[src/rtl/evolve_ctrl.sv]
// rtl/evolve_ctrl.sv - XP/level engine and start/done evolution animation initiator (optional cancel: EVOLVE_CANCEL_EN)
module evolve_ctrl #(
    parameter int LEVEL_XP    = 100,
    parameter int EVOLVE_LVL1 = 16,
    parameter int EVOLVE_LVL2 = 36,
    parameter int MAX_LEVEL   = 100
) (
    input  logic       clk_in,
    input  logic       rst_n_in,
    input  logic       xp_valid_in,
    input  logic [7:0] xp_in,
    input  logic [7:0] base_sprite_in,
    input  logic       done_in,
    input  logic       cancel_in,
    output logic       start_out,
    output logic [7:0] sprite_out,
    output logic [6:0] level_out,
    output logic [1:0] stage_out,
    output logic       busy_out,
    output logic       evolved_out,
    output logic       cancelled_out
);

    localparam logic [15:0] XP_STEP  = 16'(LEVEL_XP);
    localparam logic [6:0]  LVL1     = 7'(EVOLVE_LVL1);
    localparam logic [6:0]  LVL2     = 7'(EVOLVE_LVL2);
    localparam logic [6:0]  LVL_MAX  = 7'(MAX_LEVEL);

    typedef enum logic [2:0] {
        S_IDLE,
        S_ARM,
        S_REQ,
        S_COMMIT,
        S_ABORT
    } state_t;

    state_t      state, state_nxt;
    logic [15:0] xp_bank;
    logic [15:0] bank_nxt;
    logic [17:0] bank_sum;
    logic        declined;
    logic        cancel_req;
    logic        due;
    logic        level_up;
    logic        commit_go;
    logic [1:0]  stage_inc;

`ifdef EVOLVE_CANCEL_EN
    assign cancel_req = cancel_in;
`else
    logic unused_cancel;
    assign unused_cancel = cancel_in;
    assign cancel_req    = 1'b0;
    assign declined      = 1'b0;
    assign cancelled_out = 1'b0;
`endif

    // Trigger check outranks the level-up engine in the same IDLE cycle.
    assign due = (state == S_IDLE) && !declined &&
                 (((stage_out == 2'd0) && (level_out >= LVL1)) ||
                  ((stage_out == 2'd1) && (level_out >= LVL2)));

    assign level_up = (state == S_IDLE) && !due &&
                      (xp_bank >= XP_STEP) && (level_out < LVL_MAX);

    // Level-up only fires with bank >= step, so the sum never goes negative.
    assign bank_sum = {2'b00, xp_bank}
                    + (xp_valid_in ? {10'd0, xp_in} : 18'd0)
                    - (level_up ? {2'b00, XP_STEP} : 18'd0);
    assign bank_nxt = (bank_sum[17:16] != 2'b00) ? 16'hFFFF : bank_sum[15:0];

    assign commit_go = (state == S_REQ) && (state_nxt == S_COMMIT);
    assign stage_inc = (stage_out == 2'd2) ? 2'd2 : stage_out + 2'd1;

    always_comb begin
        state_nxt = state;
        case (state)
            S_IDLE:   if (due) state_nxt = S_ARM;
            S_ARM:    if (!done_in) state_nxt = S_REQ;
            S_REQ: begin
                if (done_in)         state_nxt = S_COMMIT;
                else if (cancel_req) state_nxt = S_ABORT;
            end
            S_COMMIT: state_nxt = S_IDLE;
            S_ABORT:  state_nxt = S_IDLE;
            default:  state_nxt = S_IDLE;
        endcase
    end

    always_ff @(posedge clk_in or negedge rst_n_in) begin
        if (!rst_n_in) begin
            state       <= S_IDLE;
            xp_bank     <= 16'd0;
            level_out   <= 7'd1;
            stage_out   <= 2'd0;
            sprite_out  <= 8'd0;
            start_out   <= 1'b0;
            busy_out    <= 1'b0;
            evolved_out <= 1'b0;
        end else begin
            state       <= state_nxt;
            xp_bank     <= bank_nxt;
            start_out   <= (state_nxt == S_ARM) || (state_nxt == S_REQ);
            busy_out    <= (state_nxt != S_IDLE);
            evolved_out <= commit_go;
            if (level_up)
                level_out <= level_out + 7'd1;
            if (commit_go) begin
                stage_out  <= stage_inc;
                sprite_out <= base_sprite_in + {6'd0, stage_inc};
            end else if (state == S_IDLE) begin
                sprite_out <= base_sprite_in + {6'd0, stage_out};
            end
        end
    end

`ifdef EVOLVE_CANCEL_EN
    // A declined evolution stays suppressed until the creature levels again.
    always_ff @(posedge clk_in or negedge rst_n_in) begin
        if (!rst_n_in) begin
            declined      <= 1'b0;
            cancelled_out <= 1'b0;
        end else begin
            cancelled_out <= (state == S_REQ) && (state_nxt == S_ABORT);
            if ((state == S_REQ) && (state_nxt == S_ABORT))
                declined <= 1'b1;
            else if (level_up)
                declined <= 1'b0;
        end
    end
`endif

endmodule

[config.mk]
export PLATFORM = sky130hd
export DESIGN_NAME = evolve_ctrl
export DESIGN_NICKNAME = d
export VERILOG_FILES = /design/src/rtl/evolve_ctrl.sv
export SDC_FILE = /design/constraint.sdc
export NUM_CORES = 1
export LEC_CHECK = 0
export ABC_AREA = 1
export BUFFER_PORTS_ARGS = -buffer_cell sky130_fd_sc_hd__buf_2
export CAP_MARGIN = 40
export CORE_UTILIZATION = 25
export DETAILED_ROUTE_END_ITERATION = 6
export GPL_ROUTABILITY_DRIVEN = 1
export PLACE_DENSITY = 0.41
export SYNTH_ARGS = -nofsm -noshare
export SYNTH_HDL_FRONTEND = slang
export SYNTH_SLANG_ARGS = --single-unit
[constraint.sdc]
create_clock -name clk_in -period 4.1 [get_ports clk_in]
set_input_delay 0 -clock clk_in [delete_from_list [all_inputs] [get_ports clk_in]]
set_output_delay 0 -clock clk_in [all_outputs]
set_load 0.1 [all_outputs]
==> results.toml, run 1 <==
[placed_design]
placed_cells = 657
place.gp.congestion = 0.789
dpl.hpwl_mm = 5.90
io_buffers = 39

[timing]
hold_viol_final = 0
finalCriticalPeriod_ns = 3.56
setup_viol = 0
min_period_over_period_pct = 86.9
setup_tns_ns = 0
slew_violations = 0
fin_skew_ns = 0.00467
max_freq_mhz = 281
rsz0062_at_grt = "false"

[global_routing]
grt-ovfl-total = 0
grt_max_degree = 34
grtUsageTotal_pct = 12.6
antenna_found_initial = 0
grt_first_pass_wirelength_mm = 13.2
grt_pass1_vias = 2809

[power_and_ir_drop]
p_switching_mw = 1.79
vdd_drop_max_mv = 0.321
p_sw_share_pct = 54.0
p_int_mw = 1.52
clockPowerShare_pct = 14.4
seq_power_share_pct = 17.6
p_leak_nw = 2.22
comb_power_share_pct = 68.0
power_density_nw_per_um2 = 859

[cells_and_area]
fin_cells = 668
n_antenna_cell = 0
num-nets-final = 552
area_growth_pct = 18.1
drive_above_1_share_pct = 19.8
num-fill-cells = 1394

[floorplan]
core-area_um2 = 12700
fp.dieW_um = 116
die_height_um = 116
initial_utilization_pct = 25.8
die_area_um2 = 13500
rows = 41
ios = 42

[route]
wl_mm = 7.49
viasPerCell = 4.03
drtAntennaViolNets = 0
wire_per_inst_um = 11.2
initialDrtViolationCount = 59
drc = 0
vias = 2692
dr.pass1.iters = 4

[setup_path]
cp-startpoint = "xp_bank[11]$_DFF_PN0_"
ff2ff_setup_slack_ns = 0.54
worst_r2r_path_depth = 21
crit_arrival_ns = 3.71
rr_endpoint = "xp_bank[1]$_DFF_PN0_"
path_class = "reg2reg"
endpoint = "xp_bank[1]$_DFF_PN0_"
cp_max_fo = 16
r2r-start = "xp_bank[11]$_DFF_PN0_"
cp-start-kind = "flip-flop"
end_kind = "flip-flop"
required_ns = 4.25

[clocking]
cts_tree = "built"
htree_num_levels = 2
cts_buffers = 5
postCtsSetupBuffers = 0
clockRootBuffer = "clkbuf_16"
path_clk_slew_ns = 0.07
clk-insertion-delay-late_ns = 0.28
cts_buffer_depth = 2
cts.sinks = 39

[yosys]
ys_top_cells_by_area = "dfrtp_1 (29%), nand2_1 (15%), ha_1 (12%)"
yosysTopAreaCell = "dfrtp_1"
synthDistinctLibCells = 33
avgSynthCellArea_um2 = 7.29
synth_top_area_share_pct = 29.1
ys_seq_elements = 39
yosysSeqAreaShare_pct = 29.9
syn_inst = 448
ys_warn_count = 0
syn_area_um2 = 3270

[outcome]
outcome = "completed"

[hold_path]
hold_class = "in2reg"

[job]
drv_cap = 0
worst min-delay path by stage:
stage          slack [ns]  depth (start not counted)                         to              start
6_report             0.02                          3  sprite_out[7]$_DFFE_PN0P_  base_sprite_in[6]
5_1_grt              0.04                          3  sprite_out[7]$_DFFE_PN0P_  base_sprite_in[6]
3_5_place_dp        -0.13                          1       xp_bank[5]$_DFF_PN0_           rst_n_in
3_3_place_gp         0.22                          1       xp_bank[5]$_DFF_PN0_           rst_n_in
4_1_cts              0.02                          3  sprite_out[7]$_DFFE_PN0P_  base_sprite_in[6]
2_1_floorplan       -0.30                          0         busy_out$_DFF_PN0_           rst_n_in
worst max-delay path: stages (launching register included):
cell	delay [ns]
dfrtp_1	0.39
inv_1	0.08
ha_1	0.18
nand2_1	0.06
nor2_1	0.08
nand2_1	0.11
nand3_1	0.09
nand2_1	0.19
nand3_2	0.13
inv_1	0.16
fa_1	0.55
inv_1	0.05
ha_1	0.34
nand2_1	0.08
nand2_1	0.11
nand2_1	0.06
nand2_1	0.13
nand2_1	0.12
nand2_2	0.10
nand2_2	0.06
nand2_4	0.23
nand3_1	0.11
routing by layer:
metal | GRT usage, % | routed length [um] | up-vias
met1 | 16.5 | 3720 | 1188
met5 | 0 | 0 | -
met2 | 21.4 | 3470 | 39
met3 | 2.02 | 211 | 8
li1 | - | - | 1457
met4 | 3.33 | 95 | 0
synthesized netlist by cell type, drive strengths merged:
| library cell | n |
|---|---|
| a21oi | 14 |
| a31oi | 2 |
| buf | 4 |
| clkbuf | 1 |
| conb | 1 |
| dfrtp | 38 |
| dfstp | 1 |
| fa | 4 |
| ha | 32 |
| inv | 103 |
| mux2 | 2 |
| nand2 | 145 |
| nand3 | 37 |
| nand4 | 12 |
| nor2 | 23 |
| nor3 | 5 |
| nor3b | 1 |
| o21a | 1 |
| o21ai | 5 |
| o31ai | 1 |
| xnor2 | 8 |
| xor2 | 8 |
cell usage in the layout (no fill, tap or decap), types with 13 or more instances in the layout:
master   instances
inv_1           90
ha_1            32
inv_2           13
nand3_1         24
nor2_1          21
nand3_2         13
dfrtp_1         38
nand2_1        131
buf_2           39
area by class of cell:
| type | instances | area, um2 | area share [%] |
|---|---|---|---|
| Multi-Input combinational cell | 302 | 1850 | 48.0 |
| Sequential cell | 39 | 977 | 25.3 |
| Inverter | 103 | 387 | 10.0 |
| Timing Repair Buffer | 44 | 253 | 6.55 |
| Tap cell | 172 | 215 | 5.57 |
| Clock buffer | 6 | 139 | 3.60 |
| Clock inverter | 2 | 38.8 | 1.00 |
power by group through the flow:
stage          Combinational, mW  Clock (mW)  Sequential (mW)
5_1_grt                     2.58       0.512            0.601
2_1_floorplan               1.62           0            0.874
3_3_place_gp                2.28           0            0.591
6_report                    2.25       0.479            0.583
3_5_place_dp                2.29           0            0.591
4_1_cts                     2.30       0.499            0.585
flip-flops by register name, indices dropped and copies added (netlist names):
signal and flops:
busy_out 1, evolved_out 1, level_out 7, sprite_out 8, stage_out 2, start_out 1, state 3, xp_bank 16
stage by stage:
stage | utilization, % | hold WS (ns) | area [um2] | setup WS, ns | power [mW]
3_3_place_gp | 28.7 | 0.218 | 3630 | 0.470 | 2.88
4_1_cts | 30.5 | 0.0161 | 3860 | 0.469 | 3.38
5_1_grt | 30.5 | 0.0436 | 3860 | 0.128 | 3.69
6_report | 30.5 | 0.0184 | 3860 | 0.538 | 3.32
3_5_place_dp | 28.8 | -0.129 | 3650 | 0.482 | 2.88
2_1_floorplan | - | -0.296 | 3270 | 0.423 | 2.49
repair_timing:
item | CTS | global route
hold buffers | 3 | 0
setup endpoints to repair | 0 | 0
resized for setup | 0 | 0
hold endpoints to repair | 40 | 0
cells by family (layout without fill, tap and decap cells):
logic type,after synthesis,in the layout,synth area share (%)
AOI/OAI and AO/OA,23,23,4.67
xor gates and xnor gates,16,16,4.29
adders and majority gates,36,36,14.7
buffers and inverters,108,155,13.6
DFF,39,39,29.9
muxes,2,2,0.689
other,1,2,0.115
and+or+nand+nor,223,223,32.1
(Power assumes the default switching activity.)
==> run 2, diff against run 1 <==
--- a/config.mk
+++ b/config.mk
@@ -8,10 +8,10 @@
 export ABC_AREA = 1
 export BUFFER_PORTS_ARGS = -buffer_cell sky130_fd_sc_hd__buf_2
 export CAP_MARGIN = 40
-export CORE_UTILIZATION = 25
+export CORE_UTILIZATION = 50
 export DETAILED_ROUTE_END_ITERATION = 6
 export GPL_ROUTABILITY_DRIVEN = 1
-export PLACE_DENSITY = 0.41
+export PLACE_DENSITY = 0.71
 export SYNTH_ARGS = -nofsm -noshare
 export SYNTH_HDL_FRONTEND = slang
 export SYNTH_SLANG_ARGS = --single-unit
==> run 2 against run 1 <==
Die area is 49% lower. Flip-flop and latch count unchanged. Worst hold slack lost 0.0023 ns. Cell count down 14%. Routed wire length decreased by 12%. Clock skew is 0.0041 ns higher. Sequential power about the same. Sequential share of layout area up 1.1 points. Largest cell class unchanged.
==> results.toml, run 2 (synthesized netlist as in run 1, its figures left out) <==
[timing]
rsz0062_at_grt = "false"
setup_tns_ns = 0
holdWs_ns = 0.0161
finalCriticalPeriod_ns = 3.62
hold_viol_final = 0
fin_skew_ns = 0.00872
max_freq_mhz = 277
fin_ws_ns = 0.484
slew_violations = 0
setup_viol = 0
min_period_over_period_pct = 88.2

[cells_and_area]
area_growth_pct = 13.0
largest_reg_flops = 16
top_register = "xp_bank"
final_common_cell = "nand2_1"
final_cell_mix = "nand2_1 (131), inv_1 (90), buf_2 (39), dfrtp_1 (38), ha_1 (32)"
reg.largest.list = "xp_bank x16, sprite_out x8, level_out x7"
num-nets-final = 551
drive_above_1_share_pct = 19.6
n_antenna_cell = 0

[setup_path]
ff2ff_setup_slack_ns = 0.48
crit_arrival_ns = 3.78
end_kind = "flip-flop"
cp_max_fo = 16
cp-start-kind = "flip-flop"
path_class = "reg2reg"
required_ns = 4.26

[global_routing]
grtUsageTotal_pct = 20.4
grt_pass1_vias = 2659
grt-ovfl-total = 0
grt_max_degree = 31
antenna_found_initial = 0
grt_first_pass_wirelength_mm = 11.6

[outcome]
outcome = "completed"

[clocking]
cts_tree = "built"
path_clk_slew_ns = 0.08
cts_buffers = 5
htree_num_levels = 2
cts_resized = 0
clk-insertion-delay-late_ns = 0.29
cts.sinks = 39
cts_buffer_depth = 2
postCtsSetupBuffers = 0
clockRootBuffer = "clkbuf_8"

[power_and_ir_drop]
p_leak_nw = 2.20
power_density_nw_per_um2 = 871
total_power_mw = 3.22
vdd_drop_max_mv = 0.489

[floorplan]
core-area_um2 = 6310
die_height_um = 82.8
fp.dieW_um = 82.8
initial_utilization_pct = 51.8
ios = 42
rows = 29
die_area_um2 = 6860

[placed_design]
dpl.hpwl_mm = 5.14
place.gp.congestion = 0.914
io_buffers = 39
place_ws_ns = 0.466

[route]
viasPerCell = 4.86
wl_mm = 6.56
drtAntennaViolNets = 0
vias = 2780
wire_per_inst_um = 11.5
drc = 0
initialDrtViolationCount = 111
dr.pass1.iters = 4

[job]
drv_cap = 0

[hold_path]
hold_class = "in2reg"
## run 2: metrics by stage
stage	cell area, um2	util (%)	std cells
detailed placement	3530	55.9	561
global route	3690	58.5	572
floorplan	3270	-	449
CTS	3690	58.5	572
global placement	3510	55.5	560
finish	3690	58.5	572
## run 2: layer usage
| layer | track usage (%) | vias up | share of wire, % |
|---|---|---|---|
| li1 | - | 1455 | - |
| met1 | 26.3 | 1268 | 47 |
| met2 | 35.6 | 49 | 49 |
| met3 | 2.88 | 8 | 2.9 |
| met4 | 5.80 | 0 | 1.4 |
| met5 | 0 | - | 0 |
## run 2: path summary, 6_finish.rpt
| check | start | endpoint | depth (start not counted) |
|---|---|---|---|
| worst min-delay path | base_sprite_in[5] | sprite_out[5]$_DFFE_PN0P_ | 3 |
| worst min register to register | level_out[0]$_DFFE_PN1P_ | level_out[0]$_DFFE_PN1P_ | 2 |
| worst max-delay path | xp_bank[9]$_DFF_PN0_ | xp_bank[4]$_DFF_PN0_ | 21 |
| min in group asynchronous | rst_n_in | xp_bank[14]$_DFF_PN0_ | 2 |
| worst max register to register | xp_bank[9]$_DFF_PN0_ | xp_bank[4]$_DFF_PN0_ | 21 |
| max in group asynchronous | rst_n_in | level_out[0]$_DFFE_PN1P_ | 3 |
## run 2: critical path, stage by stage (launching register included)
cell	delay (ns)
dfrtp_1	0.41
inv_1	0.11
ha_1	0.15
nand2_1	0.04
nor2_1	0.08
nand2_1	0.09
nand3_1	0.07
nand2_1	0.18
nand3_2	0.22
inv_1	0.18
fa_1	0.54
inv_1	0.05
ha_1	0.34
nand2_1	0.07
nand2_1	0.11
nand2_1	0.06
nand2_1	0.12
nand2_1	0.13
nand2_2	0.10
nand2_2	0.06
nand2_4	0.22
nand3_2	0.12
## run 2: cell type report
| class | instances | area (um2) |
|---|---|---|
| repair buffers | 43 | 245 |
| clock buffers | 5 | 68.8 |
| clock inverters | 3 | 67.6 |
| multi-input cells | 302 | 1850 |
| fillers | 606 | 2620 |
| well taps | 77 | 96.3 |
| inverters | 103 | 387 |
| flip-flops and latches | 39 | 977 |
## run 2: repair_timing
item / 4_1_cts / 5_1_grt
hold buffers: 3 / 0
hold endpoints to repair: 40 / 0
setup endpoints to repair: 0 / 0
## run 2: power breakdown
group / internal (mW) / leakage, nW / total [mW] / switching [mW]
logic: 0.713 / 1.69 / 2.24 / 1.53
registers: 0.503 / 0.443 / 0.581 / 0.0782
clock network: 0.243 / 0.0644 / 0.390 / 0.147
total: 1.46 / 2.20 / 3.22 / 1.76
==> run 3, diff against run 2 <==
--- a/config.mk
+++ b/config.mk
@@ -5,7 +5,6 @@
 export SDC_FILE = /design/constraint.sdc
 export NUM_CORES = 1
 export LEC_CHECK = 0
-export ABC_AREA = 1
 export BUFFER_PORTS_ARGS = -buffer_cell sky130_fd_sc_hd__buf_2
 export CAP_MARGIN = 40
 export CORE_UTILIZATION = 50
==> run 3 against run 2 <==
Non-clock buffer count increased by 5. Critical endpoint is now xp_bank[8]$_DFF_PN0_. Flip-flop and latch count unchanged. Global-route usage increased by 0.052 points. Design area decreased by 11%. Critical path depth decreased by 5.
==> results.toml, run 3 <==
[cells_and_area]
area_growth_pct = 17.5
top_register = "xp_bank"
fin_util_pct = 62.5
reg.largest.list = "xp_bank x16, sprite_out x8, level_out x7"
final_cell_mix = "buf_2 (39), nand2_1 (38), inv_1 (36), dfrtp_1 (33), ha_1 (32)"
num-nets-final = 409
final_common_cell = "buf_2"
drive_above_1_share_pct = 20.4
n_antenna_cell = 0
largest_reg_flops = 16
num-fill-cells = 460

[setup_path]
end_kind = "flip-flop"
worst_r2r_path_depth = 16
crit_path_top_delay_cell = "fa_1"
cp-start-kind = "flip-flop"
crit_path_cell_trace = "inv_2 > ha_1 > a21oi_1 > nor2_1 > o22a_1 > a211oi_4 > fa_1 > inv_1 > ha_1 > nor2b_1 > o311a_1 > o31ai_4 > o31a_1 > and4b_1 > buf_4 > a21bo_1"
cp_max_fo = 4
critPathMostFrequentCell = "ha_1"
r2r-start = "stage_out[0]$_DFFE_PN0N_"
rr_endpoint = "xp_bank[8]$_DFF_PN0_"
required_ns = 4.29
cpPeakStageDelay_ns = 0.46
ff2ff_setup_slack_ns = 0.22
crit_arrival_ns = 4.06
path_class = "reg2reg"

[clocking]
cts.sinks = 39
cts_buffer_depth = 2
cts_tree = "built"
clk-insertion-delay-late_ns = 0.29
path_clk_slew_ns = 0.08
clockRootBuffer = "clkbuf_8"
htree_num_levels = 2
cts_buffers = 5

[yosys]
ys_top_cells_by_count = "dfrtp_1 (38), inv_1 (38), nand2_1 (38)"
yosys_most_used_dff = "dfrtp_1"
ys_warn_count = 0
synth_edf_count = 0
ys_seq_elements = 39
yosysSeqAreaShare_pct = 35.1
syn_area_um2 = 2790
yosysTopAreaCell = "dfrtp_1"
synth-simple-area-share_pct = 16.5
synthAdderAreaFrac_pct = 17.3
synth_top_area_share_pct = 34.1
synth-xor-area-share_pct = 6.92
synthDistinctLibCells = 57
synth_top_family_by_area = "adder cells"
synth_compound_area_share_pct = 16.2
ys_top_cells_by_area = "dfrtp_1 (34%), ha_1 (14%), inv_1 (5.1%)"
synthArstFlopShare_pct = 100
syn_inst = 304
avgSynthCellArea_um2 = 9.16
synth_mux_area_share_pct = 1.17

[route]
dr.pass1.iters = 4
wl_mm = 5.41
wire_per_inst_um = 12.8
initialDrtViolationCount = 108
viasPerCell = 5.33
vias = 2255
drc = 0
drtAntennaViolNets = 0

[timing]
min_period_over_period_pct = 94.5
hold_viol_final = 0
finalCriticalPeriod_ns = 3.88
holdWs_ns = 0.0105
setup_tns_ns = 0
setup_viol = 0
slew_violations = 0
max_freq_mhz = 258
slew_headroom_pct = 62.4
rsz0062_at_grt = "false"
fin_skew_ns = 0.00630
worst_pin_slew_ns = 0.563

[hold_path]
min_path_cells = 3
hold_class = "in2reg"
hold_end = "sprite_out[6]$_DFFE_PN0P_"
min-delay-start = "base_sprite_in[6]"

[floorplan]
die_height_um = 76.6
initial_utilization_pct = 53.2
core-area_um2 = 5240
rows = 26
die_area_um2 = 5870
ios = 42
fp.dieW_um = 76.6

[global_routing]
grtUsageTotal_pct = 20.5
grt_max_degree = 23
antenna_found_initial = 0
grt_first_pass_wirelength_mm = 9.51
grt-ovfl-total = 0
grt_pass1_vias = 2120

[job]
drv_cap = 0

[outcome]
outcome = "completed"

[placed_design]
dpl.hpwl_mm = 4.27
place.gp.congestion = 0.941
io_buffers = 39
[run 3: timing repair]
item / 4_1_cts / 5_1_grt
endpoints found under the setup margin: 0 / 13
endpoints found under the hold margin: 17 / 0
resized for setup: 0 / 1
hold buffers: 1 / 0
setup buffers: 0 / 2
[run 3: worst max-delay path: cells and delay by family, from the launching register on]
kind	cells	cell delay, ns
DFF	1	0.42
AOI/OAI and AO/OA	7	1.65
buffers and inverters	3	0.27
adders and majority gates	3	0.97
and+or+nand+nor	3	0.45
[run 3: metrics by stage]
stage	setup slack [ns]	cells	cell area (um2)
floorplan	0.0185	305	2810
detailed placement	0.176	412	3110
global placement	0.228	411	3080
CTS	0.141	421	3250
finish	0.224	423	3270
global route	0.00828	423	3270
[run 3: routing by layer]
metal	GRT usage, %	part of all wire [%]	vias up
li1	-	-	1133
met2	34.9	48	42
met4	6.35	1.4	0
met5	0	0	-
met1	26.0	47	1073
met3	4.07	3.6	7
[run 3: cell type report]
class	count	area [um2]	share of cell area, %
inverter	38	143	4.36
tap	70	87.6	2.68
sequential	39	988	30.2
timing repair buffer	48	285	8.72
multi-input combinational	220	1640	50.0
clock buffer	6	72.6	2.22
clock inverter	2	60.1	1.83
[run 3: worst max-delay path by stage]
stage	to	slack [ns]	cells past startpoint	start
4_1_cts	xp_bank[8]$_DFF_PN0_	0.14	16	stage_out[0]$_DFFE_PN0N_
6_report	xp_bank[8]$_DFF_PN0_	0.22	16	stage_out[0]$_DFFE_PN0N_
5_1_grt	xp_bank[15]$_DFF_PN0_	0.008	16	stage_out[1]$_DFFE_PN0N_
3_5_place_dp	xp_bank[8]$_DFF_PN0_	0.18	16	stage_out[0]$_DFFE_PN0N_
3_3_place_gp	xp_bank[8]$_DFF_PN0_	0.23	16	stage_out[0]$_DFFE_PN0N_
2_1_floorplan	xp_bank[8]$_DFF_PN0_	0.02	16	stage_out[0]$_DFFE_PN0N_
[run 3: cell families after synthesis]
family / after synthesis
DFF: 39
xor gates and xnor gates: 22
AOI/OAI and AO/OA: 65
adders and majority gates: 36
and+or+nand+nor: 92
buffers and inverters: 46
muxes: 3
other: 1
Power of run 3 is not shown: default switching activity piles up to over one toggle a cycle in this logic, so the estimate is an artifact.
